**src/rtl/div_pkg.sv**
```systemverilog
// Shared definitions for the iterative restoring divider: FSM state encoding
// and the sizing rule for the step counter.
package div_pkg;

  // FSM state type and its encodings.
  typedef logic [1:0] state_t;

  localparam state_t ST_IDLE = 2'd0;
  localparam state_t ST_RUN  = 2'd1;
  localparam state_t ST_DONE = 2'd2;

  localparam int unsigned DEF_DATAWIDTH = 8;

  // The counter must reach DATAWIDTH itself, hence the +1.
  function automatic int unsigned cnt_width(input int unsigned dw);
    return $clog2(dw + 1);
  endfunction

  localparam int unsigned DEF_CNT_W = cnt_width(DEF_DATAWIDTH);

endpackage

```
**src/rtl/div_step.sv**
```systemverilog
// One combinational restoring-division step.
// Ports:
//   prem_i    partial remainder before the step (DATAWIDTH+1 bits)
//   dvd_bit_i next dividend bit, shifted into the partial remainder LSB
//   divisor_i divisor
//   prem_o    partial remainder after the step
//   qbit_o    quotient bit produced by this step
module div_step
  import div_pkg::*;
#(
  parameter int unsigned DATAWIDTH = DEF_DATAWIDTH
) (
  input  logic [DATAWIDTH:0]   prem_i,
  input  logic                 dvd_bit_i,
  input  logic [DATAWIDTH-1:0] divisor_i,
  output logic [DATAWIDTH:0]   prem_o,
  output logic                 qbit_o
);

  logic [DATAWIDTH:0] shifted_c;
  logic [DATAWIDTH:0] divisor_ext_c;
  logic [DATAWIDTH:0] diff_c;
  logic               ge_c;

  // The incoming remainder is always below the divisor, so its top bit is
  // zero and dropping it on the shift loses nothing.
  assign shifted_c     = (DATAWIDTH+1)'({prem_i, dvd_bit_i});
  assign divisor_ext_c = {1'b0, divisor_i};
  assign ge_c          = (shifted_c >= divisor_ext_c);
  assign diff_c        = shifted_c - divisor_ext_c;

  assign prem_o = ge_c ? diff_c : shifted_c;
  assign qbit_o = ge_c;

endmodule

```
**src/rtl/div_iter.sv**
```systemverilog
// Iterative unsigned restoring divider, one quotient bit per cycle, MSB first.
// Ports:
//   Clk   clock, rising edge
//   Rst   synchronous active-high reset
//   start request a divide (accepted when ready=1)
//   a, b  dividend / divisor, sampled with an accepted start
//   ready idle, start accepted
//   done  one-cycle pulse, quot/rem/dbz valid
//   quot  quotient a/b
//   rem   remainder a%b
//   dbz   completed divide had b==0
module div_iter
  import div_pkg::*;
#(
  parameter int unsigned DATAWIDTH = DEF_DATAWIDTH
) (
  input  logic                 Clk,
  input  logic                 Rst,
  input  logic                 start,
  input  logic [DATAWIDTH-1:0] a,
  input  logic [DATAWIDTH-1:0] b,
  output logic                 ready,
  output logic                 done,
  output logic [DATAWIDTH-1:0] quot,
  output logic [DATAWIDTH-1:0] rem,
  output logic                 dbz
);

  localparam int unsigned CntW = cnt_width(DATAWIDTH);

  state_t               state_q, state_d;
  logic [CntW-1:0]      cnt_q, cnt_d;
  logic [DATAWIDTH-1:0] dvd_q, dvd_d;     // dividend bits shift out, quotient bits shift in
  logic [DATAWIDTH-1:0] dvs_q, dvs_d;
  logic [DATAWIDTH:0]   prem_q, prem_d;
  logic [DATAWIDTH-1:0] quot_q, quot_d;
  logic [DATAWIDTH-1:0] rem_q, rem_d;
  logic                 dbz_q, dbz_d;
  logic                 ready_q, ready_d;
  logic                 done_q, done_d;

  logic [DATAWIDTH:0]   step_prem_c;
  logic                 step_qbit_c;

  div_step #(
    .DATAWIDTH (DATAWIDTH)
  ) u_step (
    .prem_i    (prem_q),
    .dvd_bit_i (dvd_q[DATAWIDTH-1]),
    .divisor_i (dvs_q),
    .prem_o    (step_prem_c),
    .qbit_o    (step_qbit_c)
  );

  // Next-state, datapath and output-register logic.
  always_comb begin
    state_d = state_q;
    cnt_d   = cnt_q;
    dvd_d   = dvd_q;
    dvs_d   = dvs_q;
    prem_d  = prem_q;
    quot_d  = quot_q;
    rem_d   = rem_q;
    dbz_d   = dbz_q;
    ready_d = ready_q;
    done_d  = 1'b0;

    case (state_q)
      ST_IDLE: begin
        if (start) begin
          state_d = ST_RUN;
          cnt_d   = '0;
          dvd_d   = a;
          dvs_d   = b;
          prem_d  = '0;
        end
      end
      ST_RUN: begin
        // The cycle after the last step publishes the result, which keeps
        // latency fixed at DATAWIDTH+1 edges after acceptance.
        if (cnt_q == CntW'(DATAWIDTH)) begin
          state_d = ST_DONE;
          quot_d  = dvd_q;
          rem_d   = prem_q[DATAWIDTH-1:0];
          dbz_d   = (dvs_q == '0);
        end else begin
          prem_d = step_prem_c;
          dvd_d  = (dvd_q << 1) | DATAWIDTH'(step_qbit_c);
          cnt_d  = cnt_q + CntW'(1);
        end
      end
      ST_DONE: begin
        state_d = ST_IDLE;
        if (start) begin
          state_d = ST_RUN;
          cnt_d   = '0;
          dvd_d   = a;
          dvs_d   = b;
          prem_d  = '0;
        end
      end
      default: state_d = ST_IDLE;
    endcase

    ready_d = (state_d != ST_RUN);
    done_d  = (state_d == ST_DONE);
  end

  // State and datapath registers.
  always_ff @(posedge Clk) begin
    if (Rst) begin
      state_q <= ST_IDLE;
      cnt_q   <= '0;
      dvd_q   <= '0;
      dvs_q   <= '0;
      prem_q  <= '0;
      quot_q  <= '0;
      rem_q   <= '0;
      dbz_q   <= 1'b0;
      ready_q <= 1'b1;
      done_q  <= 1'b0;
    end else begin
      state_q <= state_d;
      cnt_q   <= cnt_d;
      dvd_q   <= dvd_d;
      dvs_q   <= dvs_d;
      prem_q  <= prem_d;
      quot_q  <= quot_d;
      rem_q   <= rem_d;
      dbz_q   <= dbz_d;
      ready_q <= ready_d;
      done_q  <= done_d;
    end
  end

  assign ready = ready_q;
  assign done  = done_q;
  assign quot  = quot_q;
  assign rem   = rem_q;
  assign dbz   = dbz_q;

endmodule

```
**config.mk**
```make
export PLATFORM = sky130hd
export DESIGN_NAME = div_iter
export DESIGN_NICKNAME = d
export VERILOG_FILES = /design/src/rtl/div_pkg.sv /design/src/rtl/div_step.sv /design/src/rtl/div_iter.sv
export SDC_FILE = /design/constraint.sdc
export NUM_CORES = 1
export LEC_CHECK = 0
export CORE_AREA = 3 3 69 71
export CTS_CLUSTER_DIAMETER = 80
export DETAILED_ROUTE_END_ITERATION = 10
export DIE_AREA = 0 0 72 74
export GPL_ROUTABILITY_DRIVEN = 1
export HOLD_SLACK_MARGIN = 0.06
export PLACE_DENSITY = 0.82
export SLEW_MARGIN = 20
export SYNTH_ARGS = -nofsm -noshare
export SYNTH_HDL_FRONTEND = slang
export SYNTH_SLANG_ARGS = --single-unit
```
**constraint.sdc**
```tcl
create_clock -name Clk -period 3.8 [get_ports Clk]
set_clock_uncertainty 0.1 [all_clocks]
set_input_delay 1.14 -clock Clk [delete_from_list [all_inputs] [get_ports Clk]]
set_output_delay 1.14 -clock Clk [all_outputs]
set_load 0.1 [all_outputs]
```
# Yosys cells after proc, flatten, opt, wreduce, memory -nomap -nowiden
# Cells that the tools add are included.
[classes]
eq_ne = 7
n_addsub = 2
bitwise_logic = 1
order_cmp = 1
n_reduce_logical = 7
mux = 14
[op_table]
columns = ["op", "count"]
rows = [
  ["$mux 8", 5],
  ["$pmux 8 s2", 2],
  ["$ge 9x8->1", 1],
  ["$logic_not 8->1", 1],
  ["$mux 4", 2],
  ["$or 8x1->8", 1],
  ["$pmux 4 s2", 1],
  ["$sub 8x8->8", 1],
  ["$pmux 2 s3", 1],
  ["$add 4x1->4 const B", 1],
  ["$eq 2x2->1 const B", 2],
  ["$eq 4x4->1 const B", 1],
  ["$mux 2", 2],
  ["$ne 2x1->1 const B", 2],
  ["$reduce_and 2->1", 2],
  ["$reduce_and 3->1", 1],
  ["$eq 2x1->1 const B", 1],
  ["$logic_not 2->1", 1],
  ["$ne 2x2->1 const B", 1],
  ["$reduce_bool 2->1", 1],
  ["$reduce_or 2->1", 1],
  ["$mux 1", 1],
]
[word_totals]
out_inout_bits = 19
elab_cells = 42
ff_bits = 49

# Logic depth before layout (Yosys ltp)
# Gate-level depths: netlist of run 1.
[depth]
ltp_word = 4
mapped_depth = 9

# Cells and area by module
# A second synthesis of run 1 with hierarchy kept.
[hier_totals]
hier_cells = 302
hier_area_um2 = 2638.8
[by_module_without_submodules]
columns = ["module", "seq_area_each_um2", "area_each_um2", "n_inst", "cells_each"]
rows = [
  ["div_iter", 1001.0, 2038.2, 1, 230],
  ["div_step", 0.0, 600.6, 1, 72],
]

# Least setup slack after synthesis of run 1
# Ideal clock, no wire load.
[synth_path]
kind = "register -> output"
start = "register dbz_q, in the netlist dbz"
end = "output dbz"
t_required_ps = 2560
stages_incl_launch_ff = 1
slack_ps = 1636
n_path_buf = 0
t_arrival_ps = 924
path_cell_list = "dfxtp_1"
[synth_rtl]
columns = ["element", "line_no", "text"]
rows = [
  ["from (decl)", "div_iter.sv:38", "logic dbz_q, dbz_d;"],
  ["from (signal assigned)", "div_iter.sv:130", "dbz_q <= dbz_d;"],
  ["to (decl)", "div_iter.sv:26", "output logic dbz"],
]
# No word-level cell between the ends.

==> results of run 1 <==
worst max-delay path by stage:
stage	start	endpoint	slack, ns	depth (start not counted)
2_1_floorplan	dbz	dbz	1.64	0
3_3_place_gp	Rst	prem_q[5]	0.91	4
3_5_place_dp	Rst	prem_q[6]	0.86	3
4_1_cts	Rst	prem_q[5]	1.18	4
5_1_grt	start	prem_q[6]	1.0	6
6_report	Rst	prem_q[5]	1.15	4
worst register-to-register path, cell delays in order, from the launching register on:
cell and delay (ns):
dfxtp_1 0.68, nand2b_1 0.27, nor2_1 0.86, nand2_1 0.14
a21oi_1 0.17
power groups by stage:
stage	Combinational, mW	Clock [mW]	Sequential (mW)
finish	0.348	0.319	0.573
global route	0.384	0.345	0.577
CTS	0.348	0.324	0.573
detailed placement	0.347	0	0.585
global placement	0.340	0	0.584
floorplan	0.290	0	0.578
cell usage in the layout (no fill, tap or decap), types with 2 or more instances in the layout:
cell type	instances
a211oi_1	8
a21oi_1	30
a21oi_2	2
a22o_1	2
a32oi_1	2
buf_4	21
clkbuf_8	5
clkdlybuf4s50_1	18
clkinvlp_4	2
dfxtp_1	49
ha_1	10
inv_1	15
mux2i_1	11
nand2_1	62
nand2b_1	3
nand3_1	5
nand3b_1	2
nor2_1	21
nor2b_1	4
nor3_1	4
nor4_1	2
o21ai_0	3
o21ai_1	4
o31ai_1	2
o31ai_2	2
xnor2_1	2
xor2_1	3
final cells by class:
class	instances	area, µm²
Inverter	15	56.30
Timing Repair Buffer	39	337.8
Tap cell	52	65.06
Multi-Input combinational cell	204	1251
Sequential cell	49	980.9
Clock inverter	3	26.28
Clock buffer	5	68.82
Fill cell	379	1508
flip-flops by register name, summed over array words and instances (netlist names):
signal and flops:
quot 8, dvd_q 8, dbz 1, state_q 2, ready 1, dvs_q 8
prem_q 8, done 1, rem 8, cnt_q 4
stage by stage:
stage,std cells,utilization [%]
2_1_floorplan,281,-
3_3_place_gp,359,62.67
3_5_place_dp,359,62.67
4_1_cts,367,64.89
5_1_grt,367,64.89
6_report,367,64.89
synthesized netlist by cell type (all sizes together):
master | n | area, µm²
a2111oi | 1 | 15.01
a211oi | 9 | 72.57
a21o | 1 | 7.510
a21oi | 32 | 167.7
a22o | 2 | 17.52
a31oi | 1 | 6.260
a32o | 1 | 10.01
a32oi | 2 | 17.52
and2b | 1 | 7.510
and3b | 1 | 8.760
buf | 7 | 46.29
clkbuf | 6 | 22.52
dfxtp | 49 | 980.9
fa | 1 | 20.02
ha | 10 | 125.1
inv | 15 | 56.30
mux2i | 11 | 110.1
nand2 | 63 | 239.0
nand2b | 3 | 18.77
nand3 | 6 | 35.03
nand3b | 2 | 15.01
nand4 | 1 | 6.260
nor2 | 21 | 78.83
nor2b | 4 | 25.02
nor3 | 4 | 20.02
nor4 | 2 | 12.51
o2111ai | 1 | 15.01
o211ai | 1 | 7.510
o21a | 1 | 7.510
o21ai | 8 | 51.30
o221ai | 2 | 23.77
o31ai | 4 | 40.03
or3 | 2 | 17.52
or3b | 1 | 8.760
xnor2 | 2 | 17.52
xor2 | 3 | 26.28
layer usage:
metal	wire (µm)	vias up	part of all wire [%]
met2	2438	39	49
met1	2330	920	46
met5	0	-	0
met4	75	0	1.5
li1	-	1034	-
met3	175	9	3.5
kinds of logic (layout without fill, tap and decap cells):
family | count (synthesis) | in the layout | synth area share, %
simple gates | 111 | 111 | 20.91
fa+ha+maj | 11 | 11 | 6.157
buf+inv | 28 | 62 | 5.307
mux | 11 | 11 | 4.671
xor+xnor | 5 | 5 | 1.858
flops | 49 | 49 | 41.61
compound gates | 66 | 66 | 19.48
==> flow_summary.yaml, run 1 <==
worst_setup_path:
  crit_type: "input port to flop"
  crit_arrival_ns: 2.73
  worst_r2r_endpoint: "rem[0]"
  r2r-start: "state_q[0]"
  reg2reg_slack_ns: 1.49
  critPathMaxStageDelay_ns: 0.95
  cp-end-kind: "flop"
  cp_slowest_cell: "clkdlybuf4s50_1"
  start_kind: "input port"
  rr_worst_depth: 4
  cp_top_family: "buffers and inverters"
  required_ns: 3.88
  cp_cell_sequence: "clkdlybuf4s50_1 > nor2_1 > a32oi_1 > o31ai_1"
  critPathMaxFanout: 21
  crit_buf_inv: 1
clocking:
  clockRootBuffer: "clkbuf_8"
  clk_pin_slew_worst_paths_ns: 0.09
  clock-sinks: 49
  cts_tree: "yes"
  clock_path_buffers: 2
  cts_resized: 0
  hold_buffers: 0
  htreeDepth: 2
  postCtsSetupBuffers: 0
  clkLatencyLatePin_ns: 0.31
  cts_buffers: 5
sta:
  fin_crit_ns: 2.646
  whs_ns: 0.3590
  final.setup.tns_ns: 0
  drv_slew: 0
  hold_violations: 0
  worst_slew_pin_slew_ns: 1.058
  setup_ws_ns: 1.154
  fin_crit_sh_pct: 69.63
  setup_violations: 0
  fmax_ghz: 0.3779
  slew_headroom_pct: 29.22
  rsz0062_at_grt: "false"
yosys:
  yosys_warnings: 0
  synth_nets: 311
  synth_seq_area_share_pct: 41.61
  synthDistinctLibCells: 47
  ys_ff_latch: 49
  synth_area_um2: 2357
  synthCells: 281
  syn_avg_cell_area_um2: 8.389
global_route:
  grt_pass1_vias: 1888
  grt_max_degree: 24
  gr-total-overflow: 0
  use_met2_pct: 34.18
  grtUsageTotal_pct: 20.15
  gr-max-usage-layer: "met2"
  grt_first_pass_wirelength_um: 8528
  gr-usage-met3_pct: 4.459
  grtUsageMet1_pct: 25.78
  antenna_found_initial: 0
die:
  ioPinCount: 38
  start_util_pct: 54.90
  dieArea_um2: 5328
  core_area_um2: 4294
  rows: 24
  dieHeight_um: 74
  die_w_um: 72
detailed_routing:
  viasPerCell: 5.455
  ant_nets: 0
  drt_iter0_drc: 105
  drt-total-wl_um: 5019
  route.detailed.wl_per_inst_um: 13.68
  drtPass1Iterations: 4
  drc: 0
  vias: 2002
power_and_ir_drop:
  swShare_pct: 33.75
  p_total_mw: 1.241
  clockPowerShare_pct: 25.7
  power_density_nw_per_um2: 445.4
  p_comb_share_pct: 28.1
  internal_power_mw: 0.8222
  leakagePower_nw: 1.087
  power_frac_seq_pct: 46.2
  ir_worst_vdd_mv: 0.3000
  p_switching_mw: 0.4188
flow_run:
  max_cap_viol_count: 0
cells_and_area:
  area_growth_pct: 18.21
  fin_nets: 344
  drive_above_1_share_pct: 13.02
  final_area_um2: 2786
  antenna_cells: 0
placed_design:
  dp_slack_ns: 0.8587
  place_hpwl_um: 3870
  dpl_cell_area_um2: 2691
  port_buffers: 37
  place.gp.congestion: 0.9494
outcome:
  outcome: "complete, no violations"
hold_path:
  hold_depth: 2
  whs_endpoint: "quot[2]"
  hold_class: "flop to flop"
  min_from: "quot[2]"
Note: power is estimated with default switching activity, not from simulation.
==> inputs of run 2 (changes only) <==
Settings changed: CORE_AREA 3 3 69 71 to 3 3 71 73, DIE_AREA 0 0 72 74 to 0 0 74 76, PLACE_DENSITY 0.82 to 0.78.
Clock period 3.8 ns to 2.5 ns, I/O delays scaled along.
==> run 2 against run 1 <==
Clock-buffer cell count increased by 1; worst setup slack got worse by 0.83 ns; global-route usage decreased by 0.96 points; final cell count increased by 0.82%; via count increased by 0.65%; register-to-register slack got worse by 1.2 ns; sequential cell count unchanged; clock power increased by 87%; first-iteration DRC count increased by 30%; largest power group unchanged.
==> flow_summary.yaml, run 2 (synthesis gave the netlist of run 1 again) <==
flow_run:
  max_cap_viol_count: 0
worst_setup_path:
  r2r-start: "dvs_q[2]"
  crit_type: "flop to flop"
  critPathMaxFanout: 8
  required_ns: 2.61
  worst_r2r_endpoint: "prem_q[7]"
  cp-end-kind: "flop"
  reg2reg_slack_ns: 0.32
  rr_worst_depth: 7
  start_kind: "flop"
  crit_arrival_ns: 2.29
die:
  dieArea_um2: 5624
  ioPinCount: 38
  start_util_pct: 53.40
  rows: 24
  die_w_um: 74
  dieHeight_um: 76
  core_area_um2: 4414
sta:
  worst_slew_pin_slew_ns: 0.5224
  drv_slew: 0
  fin_crit_sh_pct: 87.18
  hold_violations: 0
  slew_headroom_pct: 65.05
  fin_crit_ns: 2.179
  fmax_ghz: 0.4588
  final.setup.tns_ns: 0
  rsz0062_at_grt: "false"
  setup_violations: 0
cells_and_area:
  final_common_cell: "nand2_1"
  final_cell_mix: "62 x nand2_1, 49 x dfxtp_1, 30 x a21oi_1, 24 x buf_4, 21 x nor2_1"
  antenna_cells: 0
  final_area_um2: 2834
  drive_above_1_share_pct: 13.84
  fin_nets: 347
  area_growth_pct: 20.22
  finish.utilization_pct: 64.20
clocking:
  cts_resized: 0
  htreeDepth: 2
  cts_tree: "yes"
  clockRootBuffer: "clkbuf_8"
  cts_buffers: 5
  clock-sinks: 49
  hold_buffers: 0
  postCtsSetupBuffers: 0
  clk_pin_slew_worst_paths_ns: 0.09
  clock_path_buffers: 2
  clkLatencyLatePin_ns: 0.31
hold_path:
  hold_class: "flop to flop"
  min_from: "quot[2]"
  hold_depth: 2
  whs_endpoint: "quot[2]"
global_route:
  grt_first_pass_wirelength_um: 8659
  gr-total-overflow: 0
  grtUsageTotal_pct: 19.19
  grt_pass1_vias: 1853
  antenna_found_initial: 0
  grt_max_degree: 41
detailed_routing:
  viasPerCell: 5.446
  drc: 0
  vias: 2015
  drtPass1Iterations: 6
  ant_nets: 0
  drt_iter0_drc: 136
  route.detailed.wl_per_inst_um: 13.88
  drt-total-wl_um: 5136
power_and_ir_drop:
  leakagePower_nw: 1.117
  p_total_mw: 2.004
  power_density_nw_per_um2: 707.1
  ir_worst_vdd_mv: 0.4597
placed_design:
  dpl_cell_area_um2: 2714
  place.gp.congestion: 0.8304
  port_buffers: 37
  place_hpwl_um: 3806
outcome:
  outcome: "complete, no violations"
-- run 2: cell type report --
| class | count | area (µm²) |
|---|---|---|
| Tap cell | 52 | 65.06 |
| Fill cell | 394 | 1580 |
| Inverter | 15 | 56.30 |
| Clock buffer | 6 | 82.58 |
| Multi-Input combinational cell | 204 | 1251 |
| Timing Repair Buffer | 42 | 360.3 |
| Clock inverter | 2 | 37.54 |
| Sequential cell | 49 | 980.9 |
-- run 2: critical path, cell delays in order (launching register included) --
cell       delay, ns
dfxtp_1         0.38
inv_1           0.06
ha_1            0.35
nand2_1         0.09
o21ai_1         0.26
a21o_1          0.39
o2111ai_2       0.16
a32o_1          0.29
-- run 2: per-stage QoR --
| stage | setup slack, ns | instances | hold slack [ns] |
|---|---|---|---|
| 2_1_floorplan | 0.5343 | 281 | 0.3447 |
| 3_3_place_gp | 0.2682 | 362 | 0.3433 |
| 3_5_place_dp | 0.2316 | 362 | 0.3497 |
| 4_1_cts | 0.3372 | 370 | 0.3620 |
| 5_1_grt | 0.1783 | 370 | 0.3850 |
| 6_report | 0.3206 | 370 | 0.3577 |
-- run 2: worst max path at each step --
stage	from	to	slack, ns	depth (start not counted)
final	dvs_q[2]	prem_q[7]	0.32	7
after global routing	dvs_q[4]	prem_q[7]	0.18	7
after CTS	dvs_q[5]	prem_q[7]	0.34	7
after detailed placement	start	prem_q[5]	0.23	6
after global placement	start	prem_q[6]	0.27	6
after floorplan	dvd_q[7]	prem_q[6]	0.53	8
-- run 2: where the power goes --
| group | internal [mW] | switching, mW | leakage, nW |
|---|---|---|---|
| logic | 0.225 | 0.313 | 0.661 |
| clock network | 0.325 | 0.272 | 0.0574 |
| registers | 0.824 | 0.0450 | 0.399 |
| total | 1.37 | 0.630 | 1.12 |
-- run 2: routing by layer --
layer	wire [µm]	track usage, %
met1	2434	26.96
met2	2451	29.79
met3	209	4.354
met4	40	4.348
met5	0	0
==> inputs of run 3 (changes only) <==
Settings changed: CORE_AREA 3 3 71 73 to 3 3 93 95, DIE_AREA 0 0 74 76 to 0 0 96 98, PLACE_DENSITY 0.78 to 0.49.
==> run 3 against run 2 <==
Combinational power is 1% higher; routed wire length is 8.9% higher; die area is 67% higher; sequential cell count stayed put; non-clock buffer count is 1 higher; first-iteration DRC count is 49% lower; worst setup slack worse by 0.033 ns; largest cell class unchanged; global-route usage is 6.5 points lower; via count is 1.6% lower.
==> flow_summary.yaml, run 3 (synthesis gave the netlist of run 1 again) <==
clocking:
  clockRootBuffer: "clkbuf_8"
  cts_tree: "yes"
  htreeDepth: 2
  clk_pin_slew_worst_paths_ns: 0.09
  clock-sinks: 49
  hold_buffers: 0
  clkLatencyLatePin_ns: 0.29
  cts_resized: 0
  clock_path_buffers: 2
  cts_buffers: 5
  postCtsSetupBuffers: 0
detailed_routing:
  route.detailed.wl_per_inst_um: 13.29
  drt_iter0_drc: 70
  viasPerCell: 4.708
  met2_length_um: 2548
  vias: 1982
  drt-total-wl_um: 5593
  wl_met3_um: 180
  drc: 0
  drtPass1Iterations: 4
  topRoutingLayerUsed: "met4"
  ant_nets: 0
  wl_met1_um: 2801
die:
  ioPinCount: 38
  die_w_um: 96
  dieHeight_um: 98
  start_util_pct: 30.19
  core_area_um2: 7807
  dieArea_um2: 9408
  rows: 32
cells_and_area:
  final_area_um2: 2900
  area_growth_pct: 23.04
  antenna_cells: 0
  finish.utilization_pct: 37.15
  final_cell_mix: "62 x nand2_1, 49 x dfxtp_1, 30 x a21oi_1, 25 x buf_4, 21 x nor2_1"
  drive_above_1_share_pct: 13.79
  instances_no_fill: 421
  final_common_cell: "nand2_1"
  fin_nets: 348
sta:
  worst_slew_pin_slew_ns: 0.5340
  hold_violations: 0
  rsz0062_at_grt: "false"
  setup_violations: 0
  fin_crit_ns: 2.212
  drv_slew: 0
  slew_headroom_pct: 64.27
  fin_crit_sh_pct: 88.48
  fmax_ghz: 0.4521
  final.setup.tns_ns: 0
global_route:
  grt_pass1_vias: 1910
  grt_max_degree: 40
  antenna_found_initial: 0
  grtUsageTotal_pct: 12.74
  grt_first_pass_wirelength_um: 9459
  gr-total-overflow: 0
outcome:
  outcome: "complete, no violations"
placed_design:
  dp.cells: 413
  place_hpwl_um: 4240
  dpl_cell_area_um2: 2784
  port_buffers: 37
  place.gp.congestion: 0.7834
worst_setup_path:
  cp_slowest_cell: "ha_1"
  cp-end-kind: "flop"
  crit_type: "flop to flop"
  start_kind: "flop"
  crit_arrival_ns: 2.30
  critPathMaxStageDelay_ns: 0.41
  required_ns: 2.59
  critPathMaxFanout: 8
  cp_cell_sequence: "inv_1 > ha_1 > nand3_2 > nor2_1 > a21o_1 > o2111ai_2 > a32o_1"
power_and_ir_drop:
  leakagePower_nw: 1.123
  ir_worst_vdd_mv: 0.2621
  p_total_mw: 1.989
  power_density_nw_per_um2: 685.9
flow_run:
  max_cap_viol_count: 0
hold_path:
  hold_class: "flop to flop"
## run 3: cell count changes in the layout (fill, tap and decap cells not counted)
cell        before  now
clkbuf_1         0    1
clkinvlp_4       1    0
buf_4           24   25
## run 3: power breakdown
part	total (mW)	switching [mW]	leakage, nW	internal [mW]
Sequential	0.867	0.0430	0.399	0.824
Clock	0.579	0.253	0.0585	0.326
Combinational	0.544	0.316	0.666	0.228
## run 3: area by class of cell
cell class / count / area [µm²]
multi-input combinational: 204 / 1251
timing repair buffer: 43 / 367.9
inverter: 15 / 56.30
sequential: 49 / 980.9
clock buffer: 7 / 86.33
clock inverter: 1 / 30.03
fill: 829 / 4907
tap: 102 / 127.6
## run 3: final timing paths
kind / startpoint / endpoint / slack, ns / depth (start not counted)
worst max register to register: dvs_q[7] / prem_q[7] / 0.29 / 7
worst min register to register: quot[4] / quot[4] / 0.36 / 2
worst min-delay path: quot[4] / quot[4] / 0.36 / 2
worst max-delay path: dvs_q[7] / prem_q[7] / 0.29 / 7
## run 3: critical path, delay by kind of cell (launching register included)
family / cells / cell delay (ns)
AO/OA/AOI/OAI: 3 / 0.83
adder cells (fa/ha/maj): 1 / 0.41
flip-flops: 1 / 0.38
AND/OR/NAND/NOR: 2 / 0.31
buffers and inverters: 1 / 0.07
## run 3: metrics by stage
step | hold slack [ns] | setup slack [ns]
after floorplan | 0.3447 | 0.5343
after global placement | 0.3489 | 0.2862
after detailed placement | 0.3488 | 0.3058
after CTS | 0.3601 | 0.2913
after global routing | 0.3743 | 0.06705
final | 0.3588 | 0.2879
## run 3: per-layer routing
metal  vias up  global-route usage, %
li1       1039                      -
met1       905                  17.86
met2        30                  19.70
met3         8                  2.542
met4         0                  3.611
met5         -                      0
